`src/rtl/ct_ciu_regs_req_ctrl.sv`:
```
// ct_ciu_regs_req_ctrl: round-robin initiator for the CIU cluster-register bus.
//   forever_cpuclk/cpurst_b : clock, async active-low reset
//   core_req_*              : per-core CSR requests, core_req_rdy one-hot accept pulse
//   kid_csr_value           : combinational read value of every kid
//   regs_*                  : shared kid register bus, driven only in the access cycle
//   core_rsp_*              : one-cycle response pulse with read data / kid-range error
module ct_ciu_regs_req_ctrl #(
  parameter int CORE_NUM = 4,
  parameter int KID_NUM  = 4
) (
  input  logic                   forever_cpuclk,
  input  logic                   cpurst_b,
  input  logic [CORE_NUM-1:0]    core_req_vld,
  input  logic [CORE_NUM-1:0]    core_req_wen,
  input  logic [2*CORE_NUM-1:0]  core_req_kid,
  input  logic [4*CORE_NUM-1:0]  core_req_idx,
  input  logic [64*CORE_NUM-1:0] core_req_wdata,
  input  logic [4*CORE_NUM-1:0]  core_req_l2of_mask,
  output logic [CORE_NUM-1:0]    core_req_rdy,
  input  logic [64*KID_NUM-1:0]  kid_csr_value,
  output logic [KID_NUM-1:0]     regs_sel_final,
  output logic [3:0]             regs_idx,
  output logic                   regs_wen,
  output logic [63:0]            regs_wdata_final,
  output logic [3:0]             regs_l2of_wen,
  output logic [CORE_NUM-1:0]    core_rsp_vld,
  output logic [63:0]            core_rsp_rdata,
  output logic                   core_rsp_err
);
  typedef enum logic [1:0] {IDLE, ACC, RSP} state_e;
  state_e      state_q, state_d;
  logic [1:0]  rr_q, rr_d, gnt_q, gnt, c, kid_q;
  logic        found, wen_q, kid_ok, err_q;
  logic [3:0]  idx_q, mask_q;
  logic [63:0] wdata_q, rdata_q, rd_val;
  // Round-robin search starting at rr_q, wrapping modulo CORE_NUM.
  always_comb begin
    found = 1'b0;
    gnt = '0;
    c = '0;
    for (int k = 0; k < CORE_NUM; k++) begin
      c = 2'((int'(rr_q) + k) % CORE_NUM);
      if (!found && core_req_vld[c]) begin
        found = 1'b1;
        gnt = c;
      end
    end
    rr_d = 2'((int'(gnt) + 1) % CORE_NUM);
    state_d = (state_q == IDLE) ? (found ? ACC : IDLE) : (state_q == ACC) ? RSP : IDLE;
  end
  assign kid_ok = int'(kid_q) < KID_NUM;
  always_comb begin
    rd_val = '0;
    regs_sel_final = '0;
    for (int k = 0; k < KID_NUM; k++) begin
      if (kid_q == 2'(k)) rd_val = kid_csr_value[64*k +: 64];
      regs_sel_final[k] = (state_q == ACC) && (kid_q == 2'(k));
    end
    core_req_rdy = '0;
    core_rsp_vld = '0;
    for (int k = 0; k < CORE_NUM; k++) begin
      // Gated by reset so a request held during reset is not shown as accepted.
      core_req_rdy[k] = cpurst_b && (state_q == IDLE) && found && (gnt == 2'(k));
      core_rsp_vld[k] = (state_q == RSP) && (gnt_q == 2'(k));
    end
  end
  assign regs_idx         = idx_q;
  assign regs_wdata_final = wdata_q;
  assign regs_wen         = (state_q == ACC) && wen_q && kid_ok;
  assign regs_l2of_wen    = (regs_wen && idx_q == 4'hc) ? mask_q : '0;
  assign core_rsp_rdata   = (state_q == RSP) ? rdata_q : '0;
  assign core_rsp_err     = (state_q == RSP) && err_q;
  always_ff @(posedge forever_cpuclk or negedge cpurst_b) begin
    if (!cpurst_b) begin
      state_q <= IDLE;
      rr_q    <= '0;
      gnt_q   <= '0;
      wen_q   <= 1'b0;
      kid_q   <= '0;
      idx_q   <= '0;
      mask_q  <= '0;
      wdata_q <= '0;
      rdata_q <= '0;
      err_q   <= 1'b0;
    end else begin
      state_q <= state_d;
      if (state_q == IDLE && found) begin
        rr_q    <= rr_d;
        gnt_q   <= gnt;
        wen_q   <= core_req_wen[gnt];
        kid_q   <= core_req_kid[{gnt, 1'b0} +: 2];
        idx_q   <= core_req_idx[{gnt, 2'b0} +: 4];
        mask_q  <= core_req_l2of_mask[{gnt, 2'b0} +: 4];
        wdata_q <= core_req_wdata[{gnt, 6'b0} +: 64];
      end
      // Sampled on the same edge the kid applies a write, so writes return the old value.
      if (state_q == ACC) begin
        rdata_q <= kid_ok ? rd_val : '0;
        err_q   <= ~kid_ok;
      end
    end
  end
endmodule
```
`config.mk`:
```
export PLATFORM = sky130hd
export DESIGN_NAME = ct_ciu_regs_req_ctrl
export DESIGN_NICKNAME = d
export VERILOG_FILES = /design/src/rtl/ct_ciu_regs_req_ctrl.sv
export SDC_FILE = /design/constraint.sdc
export NUM_CORES = 1
export LEC_CHECK = 0
export CAP_MARGIN = 10
export CORE_AREA = 2 2 273 275
export DETAILED_ROUTE_END_ITERATION = 6
export DIE_AREA = 0 0 275 277
export SYNTH_ARGS = -nofsm -noshare
export SYNTH_HDL_FRONTEND = slang
export SYNTH_SLANG_ARGS = --single-unit
export TNS_END_PERCENT = 5
```
`constraint.sdc`:
```
create_clock -name forever_cpuclk -period 5.2 [get_ports forever_cpuclk]
set_input_delay 0.52 -clock forever_cpuclk [delete_from_list [all_inputs] [get_ports forever_cpuclk]]
set_output_delay 0.52 -clock forever_cpuclk [all_outputs]
set_load 0.02 [all_outputs]
```
==> summary.txt <==
Critical path
  • Critical Path Sink: core_req_rdy[0]
  • Crit Path Max Fanout: 8
  • CP Data Required Time: 4.68 ns
  • Cells on worst reg2reg path: 7
  • Worst EP arrival: approximately 3.0 ns
  • R2R Path Start: rr_q[0]
  • Crit path kind: input pin to output port
  • Setup crit start: core_req_vld[2]
  • CP startpoint kind: input pin
  • R2R Path End: regs_wdata_final[6]
  • CP Capture Type: output port
  • Reg2Reg Setup Slack: approximately 2.4 ns

Clocking
  • CTS H-tree depth: 4
  • Root Driver: clkbuf_16
  • Clock slew seen by the registers of the worst setup and hold paths: approximately 0.070 ns
  • Postcts setup bufs: 0
  • CTS tree: done
  • Clk buf depth: 2
  • Clk sinks: approximately 150
  • CTS Buf Count: 17
  • PostCTS Resize Cnt: 0
  • Clk_lat worst skew: 0.48 ns
  • Hold-fix buffers, CTS: 1

Detailed routing
  • Via Count: around 11000
  • Routed WL: ~58000 um
  • TritonRoute pass-1 iters: 5
  • 1st-iter DRT viols: roughly 540
  • WL met1: 23000 um
  • Antenna viol nets, final: 0
  • Wire length on met3: slightly below 5000 um
  • Via density per instance: 4.19
  • Met2 wire len: about 29000 um
  • Routed wire length per instance: ~23 um
  • Top Layer Used: met5
  • Drt drc: 0

Synth
  • Cells after synthesis: between 800 and 900
  • Avg Cell Area, Syn: between 10 and 15 sq um
  • EDFF count, synth: 0
  • Seq cells post-synth: about 150
  • Sequential fraction of the synthesis area: between 30% and 40%
  • Top_reg_cell synth: dfrtp_1
  • Synth cell types: 37
  • Syn nets: 1433
  • Cell area after synthesis: 9540 sq um
  • FFs w/ async S/R, synth: 100%
  • Yosys warns: 0

Final layout
  • Fin nets: ~2100
  • Util after Layout: between 20% and 30%
  • Commonest cells after routing, fill and taps aside: 709 x clkdlybuf4s50_1, 143 x dfrtp_1, 82 x nor2_1
  • Share of layout cells above drive strength 1: 12.6%
  • Synth-to-layout area growth: 92.0%
  • Non-Filler Instances: ~2500
  • Most common cell after layout, fill and taps aside: clkdlybuf4s50_1

STA
  • Fin Clk Skew: ~0.020 ns
  • Max-slew violation count: 0
  • Fin crit period: ~3.5 ns
  • Fin Setup TNS: 0 ns
  • Period utilization: 67.0%
  • Final hold slack: 0.498 ns
  • RSZ-0062 raised after global routing: no
  • Fmax: roughly 290 MHz
  • Final setup fails: 0
  • Hold Fails Final Rpt: 0
  • Worst-margin pin slew: approximately 0.95 ns
  • Max_slew headroom: approximately 37%

Power and ir drop
  • Combinational share of power: just over 60%
  • Clk pwr share: roughly 15%
  • Internal power: between 5 and 6 mW
  • Sequential Power Share: 24.8%
  • Peak VDD IR: 0.000242 V
  • Pwr Total: 9.05 mW
  • Leakage power: between 6 and 7 nW
  • Power Dens Cells: about 490 nW/um^2
  • NetSw: 3.93 mW
  • Sw frac: 43.4%

Min path
  • Min-delay worst type: flip-flop to flip-flop

Global routing
  • Largest net degree at the start of global routing: 92
  • First-pass GRT wire length: 80100 um
  • Number of global-route vias before repair: ~11000
  • Global route overflow: 0
  • Gr usage total: between 10% and 20%
  • Initial antenna violation count: 24

Placed design
  • Routability cong.: 0.826
  • IO buf count: 710
  • Post-DP HPWL: 46700 um
  • DP Cell Count: approximately 2500

Floorplanning
  • Die span in y: roughly 280 um
  • Io pins: around 710
  • Core ar.: ~74000 sq um
  • Die area: around 76000 sq um
  • Initial Util: between 10% and 20%
  • # rows: 100
  • Die W: 275 um

Status
  • Outcome: complete, no violations

Flow run
  • Max-Cap Viols: 0
-- sequential cells by signal, indices dropped and copies added, names as in the netlist --
signal and cells:
rdata_q 64, gnt_q 2, regs_wdata_final 64, mask_q 4, rr_q 2, kid_q 2, wen_q 1, regs_idx 4
state_q 2
-- kinds of logic (layout without fill, tap and decap cells) --
family	after synthesis	in the layout	synth area share, %
AND/OR/NAND/NOR	182	182	9.61
buffers and inverters	97	768	4.60
flip-flops	145	145	38.0
multiplexers	204	204	30.6
other	1	6	0.0393
AO/OA/AOI/OAI	242	242	17.1
-- routing by layer --
layer / GRT usage (%) / vias up
met5: 0 / -
met4: 5.11 / 24
met3: 4.61 / 93
met2: 25.6 / 616
met1: 17.3 / 5088
li1: - / 4715
-- power groups by stage --
stage | Sequential, mW | Clock [mW] | Combinational, mW
2_1_floorplan | 2.33 | 0 | 3.08
6_report | 2.24 | 1.32 | 5.49
4_1_cts | 2.26 | 1.39 | 5.58
3_5_place_dp | 2.28 | 0 | 5.57
3_3_place_gp | 2.25 | 0 | 5.50
5_1_grt | 2.35 | 1.43 | 5.90
-- how the worst min path moves through the flow --
stage / slack (ns) / cells after the start / to / startpoint
finish: 0.50 / 1 / rdata_q[54] / rdata_q[54]
floorplan: 0.22 / 0 / gnt_q[0] / cpurst_b
global placement: 0.48 / 1 / rdata_q[26] / cpurst_b
detailed placement: 0.49 / 1 / rdata_q[27] / cpurst_b
global route: 0.52 / 1 / rdata_q[39] / rdata_q[39]
CTS: 0.50 / 1 / rdata_q[37] / rdata_q[37]
-- critical path, cell delays in order --
cell and delay, ns:
clkdlybuf4s50_1 0.60, nor2_1 0.34, nor2b_1 0.13, o311ai_4 0.50, and3_1 0.25, clkdlybuf4s50_1 0.61
-- Yosys cell counts (all sizes together), types with 8 or more instances --
| master | count | area [sq um] |
|---|---|---|
| nand2 | 8 | 30.0 |
| buf | 41 | 228 |
| clkbuf | 52 | 196 |
| a221oi | 76 | 666 |
| o22ai | 75 | 469 |
| and2 | 69 | 432 |
| nor2 | 83 | 312 |
| o21ai | 82 | 422 |
| mux2i | 76 | 761 |
| mux4 | 64 | 1440 |
| mux2 | 64 | 721 |
| dfrtp | 145 | 3630 |
-- stage by stage --
step / instance area [sq um] / setup WS [ns]
CTS: 18300 / 1.63
floorplan: 9540 / 2.79
finish: 18300 / 1.71
global placement: 17700 / 1.61
detailed placement: 17700 / 1.53
global route: 18300 / 1.54
-- area by class of cell --
class,count,area [sq um]
fillers,7740,55300
repair buffers,732,7300
multi-input cells,629,5550
flip-flops and latches,145,3640
well taps,969,1210
clock buffers,18,439
clock inverters,14,148
inverters,4,20.0
diodes,5,12.5
Note: power is estimated with default switching activity, not from simulation.
